===== src/rtl/mod_counter_if.sv =====
// -----------------------------------------------------------------------------
// mod_counter_if -- control/status bundle for mod_counter.
//
// Parameters
//   N   count width in bits (2..32)
//   PW  prescaler width in bits (only meaningful with MOD_COUNTER_PRESCALE_EN)
//
// Signals
//   funct     [2:0]   operation: 0 CLEAR, 1 HOLD, 2 UP, 3 DOWN, 4 LOAD, 5-7 HOLD
//   mode      [1:0]   terminal behaviour: 0 WRAP, 1 SATURATE, 2 ONESHOT, 3 WRAP
//   din       [N-1:0] load value
//   limit     [N-1:0] upper terminal value
//   prescale  [PW-1:0] tick divisor minus one (MOD_COUNTER_PRESCALE_EN only)
//   dout      [N-1:0] registered count
//   at_limit          combinational, dout >= limit
//   tc                registered one-cycle terminal-count pulse
//   done              registered, ONESHOT completed
//
// Modports
//   master  drives the controls, observes the status (testbench / host)
//   slave   the counter itself
//
// Optional feature macro: MOD_COUNTER_PRESCALE_EN adds the prescale signal.
// -----------------------------------------------------------------------------
interface mod_counter_if #(
  parameter int N  = 8,
  parameter int PW = 4
);

  logic [2:0]    funct;
  logic [1:0]    mode;
  logic [N-1:0]  din;
  logic [N-1:0]  limit;
`ifdef MOD_COUNTER_PRESCALE_EN
  logic [PW-1:0] prescale;
`endif
  logic [N-1:0]  dout;
  logic          at_limit;
  logic          tc;
  logic          done;

  // Reject unsupported widths at elaboration time.
  if (N < 2 || N > 32 || PW < 1 || PW > 32) begin : g_bad_params
    $error("mod_counter_if: N must be 2..32 and PW 1..32");
  end

  modport master (
`ifdef MOD_COUNTER_PRESCALE_EN
    output prescale,
`endif
    output funct,
    output mode,
    output din,
    output limit,
    input  dout,
    input  at_limit,
    input  tc,
    input  done
  );

  modport slave (
`ifdef MOD_COUNTER_PRESCALE_EN
    input  prescale,
`endif
    input  funct,
    input  mode,
    input  din,
    input  limit,
    output dout,
    output at_limit,
    output tc,
    output done
  );

endinterface


===== src/rtl/mod_counter.sv =====
// -----------------------------------------------------------------------------
// mod_counter -- programmable up/down counter with WRAP / SATURATE / ONESHOT
// terminal behaviour, synchronous CLEAR/LOAD/HOLD and an optional prescaler.
//
// Parameters
//   N   count width in bits (2..32)
//   PW  prescaler width in bits (used only with MOD_COUNTER_PRESCALE_EN)
//
// Ports
//   clk      rising-edge clock for all state
//   reset_n  asynchronous active-low reset (clears count, tc, done, sat and
//            prescaler)
//   bus      mod_counter_if.slave: funct, mode, din, limit, [prescale] in;
//            dout, at_limit, tc, done out
//
// Optional feature macro: MOD_COUNTER_PRESCALE_EN
//   defined   : a PW-bit prescaler counts cycles on which an UP/DOWN request is
//               pending and done = 0; a step is only taken on the cycle the
//               prescaler equals bus.prescale, after which it restarts at 0.
//   undefined : no prescaler, every UP/DOWN request cycle is a step.
//
// Terminal conditions: up-terminal is dout >= limit, down-terminal is dout == 0.
// A terminal step in WRAP/ONESHOT reloads the opposite end (0 or limit) and
// pulses tc; ONESHOT also sets done, which blocks further steps until CLEAR or
// LOAD. SATURATE keeps dout and pulses tc only on the first terminal step; the
// sat flag suppresses repeats until dout moves again or is cleared/loaded.
// -----------------------------------------------------------------------------
module mod_counter #(
  parameter int N  = 8,
  parameter int PW = 4
) (
  input  logic          clk,
  input  logic          reset_n,
  mod_counter_if.slave  bus
);

  // Operation codes
  localparam logic [2:0] F_CLEAR = 3'd0;
  localparam logic [2:0] F_UP    = 3'd2;
  localparam logic [2:0] F_DOWN  = 3'd3;
  localparam logic [2:0] F_LOAD  = 3'd4;

  // Terminal behaviour codes (code 3 is folded onto WRAP)
  localparam logic [1:0] M_WRAP    = 2'd0;
  localparam logic [1:0] M_SAT     = 2'd1;
  localparam logic [1:0] M_ONESHOT = 2'd2;
  localparam logic [1:0] M_ALIAS   = 2'd3;

  localparam logic [N-1:0] CNT_ZERO = {N{1'b0}};
  localparam logic [N-1:0] CNT_ONE  = N'(1);

  // Reject unsupported widths at elaboration time.
  if (N < 2 || N > 32 || PW < 1 || PW > 32) begin : g_bad_params
    $error("mod_counter: N must be 2..32 and PW 1..32");
  end

  logic [N-1:0] cnt;
  logic [N-1:0] cnt_nxt;
  logic         tc_q;
  logic         tc_nxt;
  logic         done_q;
  logic         done_nxt;
  logic         sat_q;
  logic         sat_nxt;

  logic         is_dir;
  logic         is_up;
  logic         tick;
  logic         step;
  logic         term;
  logic [1:0]   mode_eff;

  // ---------------------------------------------------------------------------
  // Step qualification
  // ---------------------------------------------------------------------------
  assign is_dir = (bus.funct == F_UP) || (bus.funct == F_DOWN);
  assign is_up  = (bus.funct == F_UP);

`ifdef MOD_COUNTER_PRESCALE_EN
  localparam logic [PW-1:0] PRE_ZERO = {PW{1'b0}};
  localparam logic [PW-1:0] PRE_ONE  = PW'(1);

  logic [PW-1:0] pre_q;
  logic [PW-1:0] pre_nxt;

  assign tick = (pre_q == bus.prescale);

  // Prescaler next value: restarts on CLEAR/LOAD/tick, advances only while a
  // step is being requested and the counter is not blocked, frozen otherwise.
  always_comb begin
    pre_nxt = pre_q;
    case (bus.funct)
      F_CLEAR, F_LOAD: begin
        pre_nxt = PRE_ZERO;
      end
      F_UP, F_DOWN: begin
        if (done_q) begin
          pre_nxt = pre_q;
        end else if (tick) begin
          pre_nxt = PRE_ZERO;
        end else begin
          pre_nxt = pre_q + PRE_ONE;
        end
      end
      default: begin
        pre_nxt = pre_q;
      end
    endcase
  end

  // Prescaler register.
  always_ff @(posedge clk or negedge reset_n) begin
    if (!reset_n) begin
      pre_q <= PRE_ZERO;
    end else begin
      pre_q <= pre_nxt;
    end
  end
`else
  assign tick = 1'b1;
`endif

  assign step     = is_dir && tick && !done_q;
  assign mode_eff = (bus.mode == M_ALIAS) ? M_WRAP : bus.mode;

  // Terminal test uses the current count and the current limit, so a limit
  // change only influences steps that have not yet been taken.
  assign term = is_up ? (cnt >= bus.limit) : (cnt == CNT_ZERO);

  // ---------------------------------------------------------------------------
  // Next-state logic for count, tc, done and sat
  // ---------------------------------------------------------------------------
  // Decode funct/mode into the next count and flag values.
  always_comb begin
    cnt_nxt  = cnt;
    tc_nxt   = 1'b0;
    done_nxt = done_q;
    sat_nxt  = sat_q;
    case (bus.funct)
      F_CLEAR: begin
        cnt_nxt  = CNT_ZERO;
        done_nxt = 1'b0;
        sat_nxt  = 1'b0;
      end
      F_LOAD: begin
        cnt_nxt  = bus.din;
        done_nxt = 1'b0;
        sat_nxt  = 1'b0;
      end
      F_UP, F_DOWN: begin
        if (!step) begin
          cnt_nxt = cnt;
        end else if (!term) begin
          // Ordinary move; dout leaves any terminal so sat is released.
          cnt_nxt = is_up ? (cnt + CNT_ONE) : (cnt - CNT_ONE);
          sat_nxt = 1'b0;
        end else begin
          case (mode_eff)
            M_SAT: begin
              cnt_nxt = cnt;
              tc_nxt  = !sat_q;
              sat_nxt = 1'b1;
            end
            M_ONESHOT: begin
              cnt_nxt  = is_up ? CNT_ZERO : bus.limit;
              tc_nxt   = 1'b1;
              done_nxt = 1'b1;
            end
            default: begin
              cnt_nxt = is_up ? CNT_ZERO : bus.limit;
              tc_nxt  = 1'b1;
            end
          endcase
        end
      end
      default: begin
        // HOLD and reserved codes: everything frozen, tc drops.
        cnt_nxt = cnt;
      end
    endcase
  end

  // Count and flag registers.
  always_ff @(posedge clk or negedge reset_n) begin
    if (!reset_n) begin
      cnt    <= CNT_ZERO;
      tc_q   <= 1'b0;
      done_q <= 1'b0;
      sat_q  <= 1'b0;
    end else begin
      cnt    <= cnt_nxt;
      tc_q   <= tc_nxt;
      done_q <= done_nxt;
      sat_q  <= sat_nxt;
    end
  end

  // ---------------------------------------------------------------------------
  // Outputs
  // ---------------------------------------------------------------------------
  assign bus.dout     = cnt;
  assign bus.tc       = tc_q;
  assign bus.done     = done_q;
  assign bus.at_limit = (cnt >= bus.limit);

endmodule


===== src/flat_wrapper.sv =====
// flat-port wrapper written by rule: the top's interface ports become plain ports
module mod_counter_flat 
#(
  parameter int N  = 8,
  parameter int PW = 4
)
  (clk, reset_n, bus_funct, bus_mode, bus_din, bus_limit, bus_dout, bus_at_limit, bus_tc, bus_done);
  mod_counter_if #(.N(N), .PW(PW)) bus_i ();
  input  logic clk;
  input  logic reset_n;
  input wire logic [$bits(bus_i.funct)-1:0] bus_funct;
  input wire logic [$bits(bus_i.mode)-1:0] bus_mode;
  input wire logic [$bits(bus_i.din)-1:0] bus_din;
  input wire logic [$bits(bus_i.limit)-1:0] bus_limit;
  output wire logic [$bits(bus_i.dout)-1:0] bus_dout;
  output wire logic [$bits(bus_i.at_limit)-1:0] bus_at_limit;
  output wire logic [$bits(bus_i.tc)-1:0] bus_tc;
  output wire logic [$bits(bus_i.done)-1:0] bus_done;
  assign bus_i.funct = bus_funct;
  assign bus_i.mode = bus_mode;
  assign bus_i.din = bus_din;
  assign bus_i.limit = bus_limit;
  assign bus_dout = bus_i.dout;
  assign bus_at_limit = bus_i.at_limit;
  assign bus_tc = bus_i.tc;
  assign bus_done = bus_i.done;
  mod_counter #(.N(N), .PW(PW)) u_core (.clk(clk), .reset_n(reset_n), .bus(bus_i));
endmodule

===== config.mk =====
export PLATFORM = sky130hd
export DESIGN_NAME = mod_counter_flat
export DESIGN_NICKNAME = d
export VERILOG_FILES = /design/src/rtl/mod_counter_if.sv /design/src/rtl/mod_counter.sv /design/src/flat_wrapper.sv
export SDC_FILE = /design/constraint.sdc
export NUM_CORES = 1
export LEC_CHECK = 0
export CAP_MARGIN = 40
export CORE_MARGIN = 4
export CORE_UTILIZATION = 51
export CTS_BUF_LIST = sky130_fd_sc_hd__clkbuf_16
export DETAILED_ROUTE_END_ITERATION = 16
export PLACE_DENSITY = 0.9
export SLEW_MARGIN = 25
export SYNTH_ARGS = -nofsm -noshare
export SYNTH_HDL_FRONTEND = slang
export SYNTH_SLANG_ARGS = --single-unit

===== constraint.sdc =====
create_clock -name clk -period 4.31 [get_ports clk]
set_clock_uncertainty 0.05 [all_clocks]
set_input_delay 0.6465 -clock clk [delete_from_list [all_inputs] [get_ports clk]]
set_output_delay 0.6465 -clock clk [all_outputs]
set_load 0.005 [all_outputs]

==> results of run 1 <==
## per-stage QoR
step	std cells	total power, W	hold WS [ns]	util, %
5_1_grt	195	0.0007814	0.4336	72.53
4_1_cts	195	0.0007289	0.4085	72.53
2_1_floorplan	132	0.0004169	0.3009	-
3_5_place_dp	191	0.0005552	0.3993	68.93
3_3_place_gp	191	0.0005374	0.3999	68.93
6_report	195	0.0007303	0.4120	72.53
## power by group through the flow
stage,registers (W),clock network [W],logic (W)
floorplan,0.000151,0,0.000266
global placement,0.000158,0,0.000380
detailed placement,0.000159,0,0.000396
CTS,0.000157,0.000172,0.000399
global route,0.000162,0.000178,0.000441
finish,0.000159,0.000169,0.000402
## cell type report
class	instances	area share (%)
Inverter	11	2.598
Sequential cell	11	17.32
Timing Repair Buffer	33	20.79
Tap cell	28	2.205
Multi-Input combinational cell	108	52.13
Clock inverter	1	0.2362
Clock buffer	3	4.724
## cell usage after synthesis (all sizes together) (3+ instances only)
library cell / instances / area [sq um]
o21ai: 16 / 102.6
ha: 14 / 175.2
a21oi: 13 / 72.57
dfrtp: 11 / 275.3
inv: 11 / 41.29
nor2: 7 / 28.78
a22oi: 5 / 37.54
nand2: 5 / 18.77
nand2b: 5 / 38.78
nor3: 5 / 36.29
nor2b: 4 / 25.02
a211oi: 3 / 22.52
nor4: 3 / 18.77
xnor2: 3 / 26.28
## routing by layer
metal	GRT usage [%]	routed length [um]
met3	2.088	131
met5	0	0
met2	39.19	1696
met1	25.14	1341
met4	9.722	59
## state kept, by name (all words and copies together), names as in the netlist
| register | count |
|---|---|
| u_core.sat_q | 1 |
| u_core.bus.done | 1 |
| u_core.bus.tc | 1 |
| u_core.bus.dout | 8 |
## cells by family after synthesis
logic type | Yosys count | share of synthesized area, %
buf+inv | 13 | 4.956
simple gates | 38 | 20.26
xor+xnor | 4 | 3.018
flops | 11 | 23.71
mux | 1 | 0.8621
fa+ha+maj | 15 | 16.81
compound gates | 50 | 30.39
## path summary, 6_finish.rpt
path / start / end / slack, ns
min: u_core.sat_q / u_core.bus.tc / 0.41
min reg2reg: u_core.sat_q / u_core.bus.tc / 0.41
max in group asynchronous: reset_n / u_core.bus.dout[1] / 3.19
max reg2reg: u_core.bus.dout[0] / u_core.bus.dout[3] / 1.45
min in group asynchronous: reset_n / u_core.bus.done / 0.69
max: bus_funct[1] / u_core.bus.dout[6] / 0.96
## critical path: cells and delay by family
kind,cells,cell delay [ns]
and+or+nand+nor,5,1.22
buffers and inverters,2,0.76
AOI/OAI and AO/OA,3,0.38
adders and majority gates,1,0.36
muxes,1,0.09
==> flow_summary.rst, run 1 <==
.. list-table::
   :header-rows: 1

   * - Metric
     - Value
   * - RD Place Congestion
     - 0.8352
   * - IR drop worst, VDD
     - 384.4 uV
   * - CTS buffer count
     - 3
   * - Overall global routing resource usage
     - 21.54%
   * - Finished layout cell area
     - 1589 sq um
   * - Post-synth ARST share
     - 100.0%
   * - Area of the die
     - 3104 sq um
   * - Internal Pwr Total
     - 0.0004467 W
   * - Initial detailed-routing violation count
     - 29
   * - Crit path setup slack, layout
     - 0.9592 ns
   * - Commonest non-fill, non-tap cell in the layout
     - sky130_fd_sc_hd__clkdlybuf4s50_1
   * - Root buffer selected by CTS
     - sky130_fd_sc_hd__clkbuf_16
   * - FF/Latch Area
     - 275.3 sq um
   * - Yosys warning count
     - 0
   * - Number of cells upsized or downsized after cts
     - 0
   * - Hold Violations, Final
     - 0
   * - Clock tree from TritonCTS
     - built
   * - Growth of design area from synthesis to finish
     - 36.85%
   * - Number of vias per cell
     - 5.959
   * - Number of sinks driven by the clock tree
     - 11
   * - Cells after synthesis
     - 132
   * - Worst-Skew Late Latency
     - 0.24 ns
   * - Max clock buf depth
     - 2
   * - Achievable clock frequency
     - 0.2984 GHz
   * - Net count after synthesis
     - 170
   * - Total detailed-routing wirelength
     - 3228 um
   * - Worst-path cell with the longest stage delay
     - sky130_fd_sc_hd__clkdlybuf4s50_1
   * - Dominant synthesized flop cell
     - sky130_fd_sc_hd__dfrtp_1
   * - Post-synthesis instance area
     - 1161 sq um
   * - Port Buf Inserts
     - 33
   * - Number of distinct standard cells referenced by the synthesized netlist
     - 46
   * - Clock power share
     - 23.1%
   * - Element type at the critical path end
     - register
   * - H-tree level count
     - 1
   * - Slew at the pin closest to its max-slew limit
     - 0.5147 ns
   * - Pre-CTS setup slack
     - 0.7345 ns
   * - Switching share of power
     - 38.84%
   * - Core ar.
     - 2191 sq um
   * - Post-route ant nets
     - 0
   * - Number of iterations in the first detailed-routing pass
     - 4
   * - Clock transition at the registers of the reported paths
     - 0.04 ns
   * - Endpoint arrival time on the critical path
     - 3.47 ns
   * - Power density relative to cell area
     - 459.6 nW/um^2
   * - Fraction of layout instances using a drive strength above 1
     - 11.38%
   * - Final #Nets
     - 206
   * - Worst slew slack as a fraction of its limit
     - 65.54%
   * - Setup tns final
     - 0 ns
   * - Lkg Pwr
     - 0.6759 nW
   * - Worst path max stage delay
     - 0.55 ns
   * - Initial cell density of the core
     - 53.00%
   * - Dpl cell area
     - 1510 sq um
   * - Chip Height
     - 55.72 um
   * - Multi-input gate area
     - 828.3 sq um
   * - Part of the total power dissipated in combinational logic
     - 55.1%
   * - Count of boundary I/O pins
     - 34
   * - Sequential element share of the synthesized area
     - 23.71%
   * - Relative contribution of sequential cells to total power
     - 21.8%
   * - Maximum number of pins on one net before global-route repair
     - 13
   * - Cell depth of the worst flop-to-flop path
     - 9
   * - Die width
     - 55.72 um
   * - Number of instances on the worst hold path
     - 1
   * - Remaining routing DRC violations
     - 0
   * - Aggregate global routing overflow
     - 0
   * - Post-layout min period
     - 3.351 ns
   * - Fill cell instance count of the final layout
     - 153
   * - Status
     - finished, final reports clean
   * - Total vias in the final route
     - 1,162
   * - Final worst path period share
     - 77.74%
   * - Required time of the worst setup path
     - 4.43 ns
   * - Cells along the critical path
     - clkdlybuf4s50_1, nand2b_1, nor2_2, inv_1, ha_1, nor2b_1, nor3_1, o21bai_1, a21oi_1, mux2i_1, or3_1, o21ai_2
   * - Unrepaired setup endpoints after global routing
     - no
   * - Antenna diodes
     - 0
   * - Number of register bits inferred by synthesis
     - 11
   * - Path type of the worst setup path
     - in -> reg
   * - Worst setup SP type
     - input port
   * - HPWL after detailed placement
     - 2650 um
   * - Number of failing setup endpoints in the final timing report
     - 0
   * - Floorplan row count
     - 17
   * - Path class of the lowest-slack min-delay path
     - reg -> reg
   * - Number of antenna violations at the first check in global routing
     - 0
   * - Net switching component of the power
     - 0.0002836 W
   * - Hold buffer count at cts
     - 0
   * - Via count of the first global-routing pass
     - 1,193
   * - Routed length per placed instance
     - 16.55 um
   * - Final count of pins violating max slew
     - 0
   * - Number of enable flip-flop cells after synthesis
     - 0
   * - Maxcap violations
     - 0
   * - Post CTS Setup Buffer Count
     - 0
   * - Commonest cells after routing, fill and taps aside
     - 33 x sky130_fd_sc_hd__clkdlybuf4s50_1, 14 x sky130_fd_sc_hd__ha_1, 12 x sky130_fd_sc_hd__inv_1
   * - First-pass GRT wire length
     - 5423 um
   * - Post-synthesis average cell area
     - 8.796 sq um
   * - Crit Path Max Fanout
     - 7
(Power assumes the default switching activity.)
==> run 2: changes to the inputs <==
--- a/config.mk
+++ b/config.mk
@@ -7,10 +7,10 @@
 export LEC_CHECK = 0
 export CAP_MARGIN = 40
 export CORE_MARGIN = 4
-export CORE_UTILIZATION = 51
+export CORE_UTILIZATION = 47
 export CTS_BUF_LIST = sky130_fd_sc_hd__clkbuf_16
 export DETAILED_ROUTE_END_ITERATION = 16
-export PLACE_DENSITY = 0.9
+export PLACE_DENSITY = 0.84
 export SLEW_MARGIN = 25
 export SYNTH_ARGS = -nofsm -noshare
 export SYNTH_HDL_FRONTEND = slang
==> constraint.sdc (replaced) <==
create_clock -name clk -period 3.2 [get_ports clk]
set_clock_uncertainty 0.05 [all_clocks]
set_input_delay 0.48 -clock clk [delete_from_list [all_inputs] [get_ports clk]]
set_output_delay 0.48 -clock clk [all_outputs]
set_load 0.005 [all_outputs]
==> flow_summary.rst, run 2 (same netlist as run 1, synthesis figures left out) <==
.. list-table::
   :header-rows: 1

   * - Metric
     - Value
   * - Count of boundary I/O pins
     - 34
   * - Met1 wire length
     - 1437 um
   * - Clock tree from TritonCTS
     - built
   * - Commonest cells after routing, fill and taps aside
     - 33 x sky130_fd_sc_hd__clkdlybuf4s50_1, 14 x sky130_fd_sc_hd__ha_1, 11 x sky130_fd_sc_hd__inv_1, 11 x sky130_fd_sc_hd__a21oi_1, 11 x sky130_fd_sc_hd__dfrtp_1
   * - Die width
     - 57.71 um
   * - Total vias in the final route
     - 1,185
   * - Unrepaired setup endpoints after global routing
     - no
   * - Dpl cell area
     - 1555 sq um
   * - Crit path setup slack, layout
     - 0.2272 ns
   * - CTS buffer count
     - 3
   * - Element type at the critical path end
     - primary output
   * - Chip Height
     - 57.71 um
   * - Worst hold margin
     - 0.4126 ns
   * - Worst setup SP type
     - input port
   * - Fraction of layout instances using a drive strength above 1
     - 15.03%
   * - Setup tns final
     - 0 ns
   * - Pre-CTS setup slack
     - 0.1645 ns
   * - Number of failing setup endpoints in the final timing report
     - 0
   * - Path class of the lowest-slack min-delay path
     - reg -> reg
   * - RD Place Congestion
     - 0.8888
   * - Post CTS Setup Buffer Count
     - 0
   * - Number of iterations in the first detailed-routing pass
     - 4
   * - Endpoint arrival time on the critical path
     - 2.44 ns
   * - H-tree level count
     - 1
   * - Lkg Pwr
     - 0.7033 nW
   * - Power density relative to cell area
     - 612.4 nW/um^2
   * - Root buffer selected by CTS
     - sky130_fd_sc_hd__clkbuf_16
   * - Core ar.
     - 2276 sq um
   * - Number of sinks driven by the clock tree
     - 11
   * - Post-route ant nets
     - 0
   * - Status
     - finished, final reports clean
   * - Number of cells upsized or downsized after cts
     - 0
   * - Number of vias per cell
     - 5.896
   * - Worst slew slack as a fraction of its limit
     - 63.89%
   * - Finished layout cell area
     - 1635 sq um
   * - Max reg flops
     - 8
   * - Met3 wire length
     - 187 um
   * - Final worst path period share
     - 92.90%
   * - HPWL after detailed placement
     - 2712 um
   * - Number of antenna violations at the first check in global routing
     - 0
   * - Port Buf Inserts
     - 33
   * - Path type of the worst setup path
     - in -> out
   * - Area of the die
     - 3330 sq um
   * - Crit Path Max Fanout
     - 2
   * - Worst path max stage delay
     - 0.49 ns
   * - Total detailed-routing wirelength
     - 3459 um
   * - Clock transition at the registers of the reported paths
     - 0.05 ns
   * - Overall global routing resource usage
     - 22.17%
   * - Growth of design area from synthesis to finish
     - 40.84%
   * - Max clock buf depth
     - 2
   * - Initial detailed-routing violation count
     - 29
   * - Worst-Skew Late Latency
     - 0.24 ns
   * - Routed length per placed instance
     - 17.21 um
   * - Via count of the first global-routing pass
     - 1,213
   * - Hold Violations, Final
     - 0
   * - Maxcap violations
     - 0
   * - Top layer in use
     - met4
   * - Final count of pins violating max slew
     - 0
   * - First-pass GRT wire length
     - 5747 um
   * - Initial cell density of the core
     - 51.02%
   * - Aggregate global routing overflow
     - 0
   * - Floorplan row count
     - 17
   * - Slew at the pin closest to its max-slew limit
     - 0.5399 ns
   * - Fill cell instance count of the final layout
     - 178
   * - Met2 WL
     - 1773 um
   * - Hold buffer count at cts
     - 0
   * - IR drop worst, VDD
     - 450.7 uV
   * - Final #Nets
     - 212
   * - FF/Latch Area
     - 275.3 sq um
   * - Achievable clock frequency
     - 0.3364 GHz
   * - Remaining routing DRC violations
     - 0
   * - Maximum number of pins on one net before global-route repair
     - 12
   * - Antenna diodes
     - 0
   * - Commonest non-fill, non-tap cell in the layout
     - sky130_fd_sc_hd__clkdlybuf4s50_1
   * - Required time of the worst setup path
     - 2.67 ns
   * - Cells along the critical path
     - clkdlybuf4s50_1, ha_1, nand2b_4, a2111oi_2, o31ai_1, clkdlybuf4s50_1
   * - Post-layout min period
     - 2.973 ns
   * - Multi-input gate area
     - 828.3 sq um
   * - Worst-path cell with the longest stage delay
     - sky130_fd_sc_hd__clkdlybuf4s50_1
   * - Layout Utilization
     - 71.85%
   * - Dominant cell type by count on the critical path
     - sky130_fd_sc_hd__clkdlybuf4s50_1
-- run 2: cell count changes in the layout (fill, tap and decap cells not counted), sizes merged --
cell | before | now
clkinv | 0 | 1
inv | 12 | 11
buf | 0 | 6
-- run 2: area by class of cell --
cell class,instances,area share [%]
Clock inverter,1,0.3060
Timing Repair Buffer,39,22.95
Sequential cell,11,16.83
Clock buffer,3,4.591
Multi-Input combinational cell,108,50.65
Tap cell,28,2.142
Inverter,11,2.525
-- run 2: worst paths after layout --
kind / cells past startpoint / endpoint / from / slack (ns)
min in group asynchronous: 1 / u_core.bus.dout[5] / reset_n / 0.54
worst min register to register: 1 / u_core.bus.tc / u_core.sat_q / 0.41
max in group asynchronous: 1 / u_core.bus.dout[6] / reset_n / 2.20
worst min-delay path: 1 / u_core.bus.tc / u_core.sat_q / 0.41
worst max register to register: 9 / u_core.bus.dout[3] / u_core.bus.dout[0] / 0.47
worst max-delay path: 6 / bus_at_limit / bus_limit[0] / 0.23
-- run 2: worst max-delay path, delay by kind of cell --
kind	cells	cell delay, ns
AO/OA/AOI/OAI	2	0.62
adder cells (fa/ha/maj)	1	0.23
buffers and inverters	2	0.97
AND/OR/NAND/NOR	1	0.14
-- run 2: stage by stage --
step | total power [W] | cells
6_report | 0.001001 | 201
5_1_grt | 0.001070 | 201
4_1_cts | 0.0009950 | 201
3_5_place_dp | 0.0007536 | 197
3_3_place_gp | 0.0007324 | 197
2_1_floorplan | 0.0005615 | 132
-- run 2: power breakdown --
group          total [W]  switching (W)  internal, W
Sequential      0.000214      0.0000458     0.000168
Clock           0.000233      0.0000675     0.000166
Combinational   0.000554       0.000280     0.000274
-- run 2: metal layers --
layer | GRT usage [%] | up-vias
met5 | 0 | -
met4 | 8.609 | 0
met3 | 3.118 | 9
met2 | 38.71 | 49
met1 | 27.31 | 548
li1 | - | 579
==> RTL change, RTL diff (flow settings as in run 2) <==
`N` is set to 8 in 3 places; all go to 16.
--- a/src/rtl/mod_counter_if.sv
+++ b/src/rtl/mod_counter_if.sv
@@ -24,5 +24,5 @@
 // -----------------------------------------------------------------------------
 interface mod_counter_if #(
-  parameter int N  = 8,
+  parameter int N  = 16,
   parameter int PW = 4
 );
--- a/src/rtl/mod_counter.sv
+++ b/src/rtl/mod_counter.sv
@@ -27,5 +27,5 @@
 // -----------------------------------------------------------------------------
 module mod_counter #(
-  parameter int N  = 8,
+  parameter int N  = 16,
   parameter int PW = 4
 ) (
--- a/src/flat_wrapper.sv
+++ b/src/flat_wrapper.sv
@@ -2,5 +2,5 @@
 module mod_counter_flat 
 #(
-  parameter int N  = 8,
+  parameter int N  = 16,
   parameter int PW = 4
 )
Interface: changed (resized bus_din, bus_dout and bus_limit); port bits go from 34 to 58. The function was not compared with the original's and may differ.
==> RTL change against run 2 <==
- the flow now finishes with violations (negative setup slack)
- power increased by 70%
- non-clock buffer count increased by 72
- area after synthesis increased by 88%
- via count increased by 120%
- cell area increased by 110%
- wire length increased by 140%
- sequential cell count increased by 8
- setup slack got worse by 250 ps
- largest power group unchanged
- highest routed layer unchanged
==> RTL change: results (changes against run 2) <==
status = finished with violations
violated checks = negative setup slack
Skew-Pair Late Insertion Delay = 260 ps (+20 ps)
Crit path max-delay family = compound AO/OA/AOI/OAI gates
worst reg2reg endpoint = u_core.bus.dout[4]
max FFs per register = 16 (+8)
Worst R2R Setup Slack = 110 ps (-360 ps)
share of layout cells above drive strength 1 = 23.16% (+8.1 points)
Starting DRT DRC Count = 243 (+740%)
sequential fraction of the synthesis area = 21.74% (-2.0 points)
first-pass GRT wire length = 11810 microns (+110%)
Buffers on Ports = 57 (+73%)
final worst slack = -24.75 ps (-251.9 ps)
setup_tns = -24.75 ps (-24.75 ps)
fin cells = 419 (+110%)
Mapped Cells = 260 (+97%)
endpoints failing setup = 1 (+1)
GPL Wtd Cong = 0.9207 (+3.6%)
CP Class = primary input to register
pre-CTS WS = -477.6 ps (-642.1 ps)
Crit Reg-Reg Startpoint = u_core.bus.dout[13]
crit path launch = bus_limit[4]
Via Count = 2565 (+120%)
Netlist cell types = 51 (+11%)
filler cell count = 272 (+53%)
CTS Buf Count = 3 (unchanged)
layout net count = 441 (+110%)
DR pass1 iterations = 5 (+1)
synth cell count leaders = ha_1, nor2_1, a21oi_1
Tot GR Track Use = 24.07% (+1.9 points)
number of global-route vias before repair = 2518 (+110%)
CP arrival = 3340 ps (+900 ps)
placed cells = 405 (+110%)
Final Hold Slack = 404.2 ps (-8.322 ps)
top cells by area in the synthesized netlist = dfrtp_1, ha_1, a21oi_1
post-DP HPWL = 5467 microns (+100%)
Post-Syn Nets = 333 (+96%)
Placed Area = 3138 sq um (+100%)
LEAKAGE = 1.645 nW (+130%)
WP depth = 13 (+7)
worst slew pin tran = 536.1 ps (-3.798 ps)
crit path max fanout = 11 (+9)
==> RTL change: cell types whose count changed after synthesis, moves of 8 or more <==
cell and change:
nor2_1 +16, nand2_1 +14, a21oi_1 +9, a21o_1 +10, ha_1 +19, inv_1 +8, a31oi_1 +11, dfrtp_1 +8
==> RTL change: cell type report <==
| type | instances | area (sq um) | area share, % |
|---|---|---|---|
| clock buffers | 3 | 75.07 | 2.159 |
| clock inverters | 1 | 3.754 | 0.1080 |
| inverters | 19 | 76.32 | 2.195 |
| multi-input cells | 214 | 1733 | 49.84 |
| flip-flops and latches | 19 | 475.5 | 13.67 |
| well taps | 52 | 65.06 | 1.871 |
| repair buffers | 111 | 1049 | 30.15 |
==> RTL change: cells by family after synthesis <==
kind of cell             Yosys count  share of synthesized area [%]
buffers and inverters             27                          5.549
AND/OR/NAND/NOR                   79                          17.68
flip-flops                        19                          21.74
multiplexers                       2                         0.9154
XOR/XNOR                          10                          4.004
adder cells (fa/ha/maj)           34                          19.79
AO/OA/AOI/OAI                     89                          30.32
==> RTL change: per-layer routing <==
metal  track usage (%)  vias to the layer above  routed length [microns]
li1                  -                     1197                        -
met1             30.85                     1221                     3521
met2             41.18                      120                     3956
met3             3.546                       27                      497
met4             7.867                        0                      243
met5                 0                        -                        0
==> RTL change: what timing repair did <==
action,4_1_cts,5_1_grt
setup buffers,5,4
resized for setup,10,27
setup endpoints to repair,16,16
pin swaps,7,16
cloned,0,1
==> RTL change: power by group <==
part           leakage (nW)  internal, mW  switching, mW
clock                0.0423         0.167          0.106
combinational          1.37         0.567          0.508
sequential            0.236         0.283         0.0746
total                  1.65          1.02          0.689
